--- config.mk ---
export PLATFORM = sky130hd
export DESIGN_NAME = pcpi_nibble_loader
export DESIGN_NICKNAME = d
export VERILOG_FILES = /design/src/rtl/pcpi_loader_pkg.sv /design/src/rtl/pin_edge_sync.sv /design/src/rtl/pcpi_nibble_loader.sv
export SDC_FILE = /design/constraint.sdc
export NUM_CORES = 1
export LEC_CHECK = 0
export BUFFER_PORTS_ARGS = -buffer_cell sky130_fd_sc_hd__buf_2
export CORE_MARGIN = 1
export CORE_UTILIZATION = 45
export CTS_CLUSTER_SIZE = 28
export DETAILED_ROUTE_END_ITERATION = 6
export GPL_TIMING_DRIVEN = 0
export PLACE_DENSITY = 0.76
export SLEW_MARGIN = 25
export SYNTH_ARGS = -nofsm -noshare
export SYNTH_HDL_FRONTEND = slang
export SYNTH_SLANG_ARGS = --single-unit
--- constraint.sdc ---
create_clock -name clk -period 3.4 [get_ports clk]
set_input_delay 0.34 -clock clk [delete_from_list [all_inputs] [get_ports clk]]
set_output_delay 0.34 -clock clk [all_outputs]
set_load 0.01 [all_outputs]
--- src/rtl/pcpi_loader_pkg.sv ---
// Shared types and helpers for the PCPI nibble loader.
package pcpi_loader_pkg;

    localparam int unsigned NIBBLE_W = 4;

    typedef enum logic [1:0] {
        StLoad    = 2'd0,
        StIssue   = 2'd1,
        StReadout = 2'd2
    } state_e;

    // Counter width for values 0..v-1; never narrower than one bit.
    function automatic int unsigned clog2(input int unsigned v);
        int unsigned r;
        r = 0;
        while ((32'd1 << r) < v) r = r + 1;
        return (r == 0) ? 1 : r;
    endfunction

endpackage

--- src/rtl/pin_edge_sync.sv ---
// Synchronizes an asynchronous pin strobe and emits a one-cycle pulse on its rising edge.
module pin_edge_sync #(
    parameter int unsigned SYNC_STAGES = 2
) (
    input  logic clk,
    input  logic rst_n,
    input  logic pin_i,
    output logic pulse_o
);

    logic [SYNC_STAGES-1:0] sync_q, sync_d;
    logic [SYNC_STAGES-1:0] fill_q, fill_d;
    logic                   prev_q, prev_d;
    logic                   armed_q, armed_d;
    logic                   pulse_q, pulse_d;
    logic                   level;

    // Edges are only armed once a genuine low has been sampled after reset, so a pin
    // held high through reset never produces a pulse.
    always_comb begin
        level   = sync_q[SYNC_STAGES-1];
        sync_d  = {sync_q[SYNC_STAGES-2:0], pin_i};
        fill_d  = {fill_q[SYNC_STAGES-2:0], 1'b1};
        prev_d  = level;
        armed_d = armed_q | (fill_q[SYNC_STAGES-1] & ~level);
        pulse_d = level & ~prev_q & armed_q;
    end

    always_ff @(posedge clk or negedge rst_n) begin
        if (!rst_n) begin
            sync_q  <= '0;
            fill_q  <= '0;
            prev_q  <= 1'b0;
            armed_q <= 1'b0;
            pulse_q <= 1'b0;
        end else begin
            sync_q  <= sync_d;
            fill_q  <= fill_d;
            prev_q  <= prev_d;
            armed_q <= armed_d;
            pulse_q <= pulse_d;
        end
    end

    assign pulse_o = pulse_q;

endmodule

--- src/rtl/pcpi_nibble_loader.sv ---
// Host front end of the PCPI coprocessor: assembles an instruction from pin nibbles,
// issues it on PCPI and returns the result nibble-serially.
module pcpi_nibble_loader #(
    parameter int unsigned NIBBLES     = 8,
    parameter int unsigned SYNC_STAGES = 2,
    parameter int unsigned TIMEOUT     = 1023
) (
    input  logic                   clk,
    input  logic                   rst_n,
    input  logic                   seg_strobe,
    input  logic [3:0]             seg_data,
    output logic                   seg_ack,
    input  logic                   res_strobe,
    output logic [3:0]             res_data,
    output logic                   res_valid,
    output logic                   pcpi_valid,
    output logic [4*NIBBLES-1:0]   pcpi_insn,
    input  logic                   pcpi_ready,
    input  logic                   pcpi_wr,
    input  logic [4*NIBBLES-1:0]   pcpi_rd,
    input  logic                   pcpi_wait,
    output logic                   busy,
    output logic                   err
);

    import pcpi_loader_pkg::*;

    localparam int unsigned W     = NIBBLE_W * NIBBLES;
    localparam int unsigned CNT_W = clog2(NIBBLES);
    localparam int unsigned TMO_W = clog2(TIMEOUT);

    state_e           state_q, state_d;
    logic [CNT_W-1:0] cnt_q, cnt_d;
    logic [CNT_W-1:0] rcnt_q, rcnt_d;
    logic [TMO_W-1:0] tmo_q, tmo_d;
    logic [W-1:0]     insn_q, insn_d;
    logic [W-1:0]     rbuf_q, rbuf_d;
    logic             ack_q, ack_d;
    logic             err_q, err_d;
    logic             seg_edge, res_edge;

    pin_edge_sync #(.SYNC_STAGES(SYNC_STAGES)) u_seg_sync (
        .clk     (clk),
        .rst_n   (rst_n),
        .pin_i   (seg_strobe),
        .pulse_o (seg_edge)
    );

    pin_edge_sync #(.SYNC_STAGES(SYNC_STAGES)) u_res_sync (
        .clk     (clk),
        .rst_n   (rst_n),
        .pin_i   (res_strobe),
        .pulse_o (res_edge)
    );

    always_comb begin
        state_d = state_q;
        cnt_d   = cnt_q;
        rcnt_d  = rcnt_q;
        tmo_d   = tmo_q;
        insn_d  = insn_q;
        rbuf_d  = rbuf_q;
        ack_d   = 1'b0;
        err_d   = err_q;
        unique case (state_q)
            StLoad: begin
                if (seg_edge) begin
                    insn_d[NIBBLE_W*cnt_q +: NIBBLE_W] = seg_data;
                    ack_d = 1'b1;
                    if (cnt_q == '0) err_d = 1'b0;
                    if (cnt_q == CNT_W'(NIBBLES - 1)) begin
                        cnt_d   = '0;
                        state_d = StIssue;
                    end else begin
                        cnt_d = cnt_q + 1'b1;
                    end
                end
            end
            StIssue: begin
                // A ready in the same cycle as the timeout wins.
                if (pcpi_ready) begin
                    tmo_d = '0;
                    if (pcpi_wr) begin
                        rbuf_d  = pcpi_rd;
                        rcnt_d  = '0;
                        state_d = StReadout;
                    end else begin
                        state_d = StLoad;
                    end
                end else if (pcpi_wait) begin
                    tmo_d = '0;
                end else if (tmo_q == TMO_W'(TIMEOUT - 1)) begin
                    tmo_d   = '0;
                    err_d   = 1'b1;
                    state_d = StLoad;
                end else begin
                    tmo_d = tmo_q + 1'b1;
                end
            end
            StReadout: begin
                if (res_edge) begin
                    rbuf_d = rbuf_q >> NIBBLE_W;
                    if (rcnt_q == CNT_W'(NIBBLES - 1)) begin
                        rcnt_d  = '0;
                        state_d = StLoad;
                    end else begin
                        rcnt_d = rcnt_q + 1'b1;
                    end
                end
            end
            default: state_d = StLoad;
        endcase
    end

    always_ff @(posedge clk or negedge rst_n) begin
        if (!rst_n) begin
            state_q <= StLoad;
            cnt_q   <= '0;
            rcnt_q  <= '0;
            tmo_q   <= '0;
            insn_q  <= '0;
            rbuf_q  <= '0;
            ack_q   <= 1'b0;
            err_q   <= 1'b0;
        end else begin
            state_q <= state_d;
            cnt_q   <= cnt_d;
            rcnt_q  <= rcnt_d;
            tmo_q   <= tmo_d;
            insn_q  <= insn_d;
            rbuf_q  <= rbuf_d;
            ack_q   <= ack_d;
            err_q   <= err_d;
        end
    end

    assign seg_ack    = ack_q;
    assign pcpi_insn  = insn_q;
    assign pcpi_valid = (state_q == StIssue);
    assign res_valid  = (state_q == StReadout);
    assign res_data   = res_valid ? rbuf_q[NIBBLE_W-1:0] : '0;
    assign busy       = (state_q != StLoad);
    assign err        = err_q;

endmodule

==> results.yml <==
global_route:
  grt_pass1_wl_mm: 14.3
  grt_pass1_vias: 2966
  track_usage_pct: 18.1
  gr-total-overflow: 0
  antenna_found_initial: 0
  grt_max_degree: 65
logic_synthesis:
  yosysTopAreaCell: "dfrtp_1"
  synth_edf_count: 0
  yosysMostFrequentCell: "dfrtp_1"
  ys_seq_area_share_pct: 53.7
  ys_async_sr_fraction_pct: 100
  synth_top_flop_cell: "dfrtp_1"
  syn_avg_cell_area_um2: 13.0
  syn_area_um2: 4470
  netlist.area_leader.share_pct: 53.7
  synthTopCellsByCount: "dfrtp_1, mux2_2, nand2_1, inv_1, ha_1"
  syn-instance-count: 344
  ys_types: 47
  ys_ff_latch: 96
  synth_nets: 398
  yosysWarnings: 0
  synthTopCellsByArea: "dfrtp_1, mux2_2, ha_1"
setup_path:
  start_kind: "flip-flop"
  cp_max_fo: 10
  startpoint: "cnt_q[0]$_DFFE_PN0P_"
  crit_type: "reg -> reg"
  reg2reg_from: "cnt_q[0]$_DFFE_PN0P_"
  r2r_cells: 8
  cp_data_arrival_time_ns: 2.91
  reg2reg_slack_ns: 0.75
  crit_required_ns: 3.66
  timing.rr.end: "pcpi_insn[2]$_DFFE_PN0P_"
  endpoint_kind: "flip-flop"
timing:
  finalCriticalPeriod_ns: 2.65
  fmax_ghz: 0.378
  slew_viol_final: 0
  rsz0062_at_grt: "false"
  hold_viol_final: 0
  fin_crit_sh_pct: 77.8
  finalSetupViolations: 0
  relSlewSlack_pct: 36.4
  timing.final.ws_setup_ns: 0.754
  worst_pin_slew_ns: 0.946
  fin_tns_setup_ns: 0
  skew_ns: 0.00939
pwr:
  ir_worst_vdd_uv: 385
  power_mw: 3.64
  leakagePower_nw: 2.61
  p_per_area_nw_per_um2: 685
routing:
  routed_via_density: 5.13
  dr.pass1.iters: 6
  wirelength_mm: 8.61
  wire_per_inst_um: 14.9
  final_antenna_net_count: 0
  drt_drc_violations_left: 0
  drtIter0Drc: 115
  vias: 2966
cts:
  tritoncts: "done"
  clk_pin_slew_ns: 0.10
  post_cts_buffers: 0
  postCtsResizedCells: 0
  clkSinkCount: 96
  numCtsBuffers: 9
  clk_latency_ns: 0.36
  clk_path_buf_depth: 2
  root_buffer: "clkbuf_8"
  htreeDepth: 3
floorplanning:
  fp-row-count: 36
  die_h_um: 102
  ios: 84
  die_area_um2: 10300
  fp.coreArea_um2: 9680
  die_w_um: 102
  start_util_pct: 46.2
min_path:
  whs_path_depth: 1
  hold_start: "seg_strobe"
  hold_path.class: "in -> reg"
  hold-path-endpoint: "u_seg_sync.sync_q[0]$_DFF_PN0_"
layout:
  nets: 494
  drive_above_1_share_pct: 44.7
  design_area_um2: 5310
  nFillCells: 835
  post-route-util_pct: 54.8
  diodes: 0
  syn_to_final_growth_pct: 18.8
status:
  status: "finished, final reports clean"
flow_run:
  drv_cap: 0
placement:
  dp_hpwl_mm: 6.36
  dp_slack_ns: 0.788
  io_buffers: 83
  place_area_um2: 5090
  gp_congestion: 0.811
==> metrics by stage <==
stage | hold slack, ns | cells
3_5_place_dp | 0.244 | 561
3_3_place_gp | 0.333 | 560
5_1_grt | 0.0614 | 578
2_1_floorplan | 0.0444 | 344
4_1_cts | 0.0610 | 578
6_report | 0.0804 | 578
==> flip-flops by register name (all words and copies together) (netlist names), 2 cells and up <==
signal / cells
cnt_q: 3
pcpi_insn: 32
rbuf_q: 32
rcnt_q: 3
state_q: 2
tmo_q: 10
u_res_sync.fill_q: 2
u_res_sync.sync_q: 2
u_seg_sync.sync_q: 2
==> layer usage <==
layer	part of all wire [%]	wire, um	global-route usage [%]	vias up
met3	3.8	327	3.66	17
met5	0	0	0	-
met4	2.0	172	8.70	0
li1	-	-	-	1421
met2	48	4120	28.0	59
met1	46	3990	24.5	1469
==> repair_timing <==
item / in CTS / in global routing
endpoints found under the setup margin: 0 / 0
endpoints found under the hold margin: 32 / 0
hold buffers: 1 / 0
==> how the worst max path moves through the flow <==
stage | slack [ns] | end | cells after the start
2_1_floorplan | 1.09 | pcpi_insn[0]$_DFFE_PN0P_ | 8
3_3_place_gp | 0.84 | pcpi_insn[0]$_DFFE_PN0P_ | 8
3_5_place_dp | 0.79 | pcpi_insn[1]$_DFFE_PN0P_ | 8
4_1_cts | 0.77 | pcpi_insn[1]$_DFFE_PN0P_ | 8
5_1_grt | 0.48 | pcpi_insn[16]$_DFFE_PN0P_ | 8
6_report | 0.75 | pcpi_insn[2]$_DFFE_PN0P_ | 8
==> cells in the final DEF (no fill, tap or decap), drive strengths merged, types with 2 or more instances in the layout <==
master / Yosys / final
dfrtp: 96 / 96
nor2: 10 / 10
mux2i: 6 / 6
clkinv: 0 / 2
o21ai: 7 / 7
nor4b: 5 / 5
nand3: 6 / 6
nand3b: 3 / 3
or3: 4 / 4
or4: 4 / 4
nor3: 3 / 3
buf: 8 / 92
a21oi: 2 / 2
clkbuf: 5 / 16
a22o: 4 / 4
nand4b: 2 / 2
nand2b: 4 / 4
and2: 8 / 8
and3: 4 / 4
ha: 11 / 11
mux2: 84 / 84
a21o: 4 / 4
nor3b: 2 / 2
nand2: 19 / 19
inv: 17 / 18
o31ai: 7 / 7
a32o: 2 / 2
a22oi: 7 / 7
==> report_power, final <==
part	switching [mW]	internal, mW
combinational	0.573	0.595
clock	0.401	0.385
sequential	0.200	1.49
total	1.17	2.47
==> logic make-up (layout without fill, tap and decap cells) <==
group,count (synthesis),in the layout,synth area share [%]
multiplexers,90,90,22.5
XOR/XNOR,1,1,0.196
flip-flops,96,96,53.7
AO/OA/AOI/OAI,34,34,5.57
buffers and inverters,30,131,3.19
AND/OR/NAND/NOR,81,81,11.6
adder cells (fa/ha/maj),11,11,3.08
other,1,1,0.0839
==> critical path: stages, from the launching register on <==
cell and delay [ns]:
dfrtp_1 0.46, clkbuf_1 0.35, inv_1 0.14, ha_1 0.25
ha_1 0.31, buf_8 0.16, nor4b_1 0.35, nand3_2 0.20
mux2_2 0.32
==> final cells by class <==
class / count / area, um^2 / share of cell area [%]
Buffer: 13 / 78.8 / 1.48
Clock buffer: 11 / 151 / 2.85
Clock inverter: 5 / 63.8 / 1.20
Inverter: 17 / 63.8 / 1.20
Multi-Input combinational cell: 218 / 1930 / 36.3
Sequential cell: 96 / 2400 / 45.2
Tap cell: 133 / 166 / 3.13
Timing Repair Buffer: 85 / 459 / 8.65
Power figures use the tool's default switching activity.
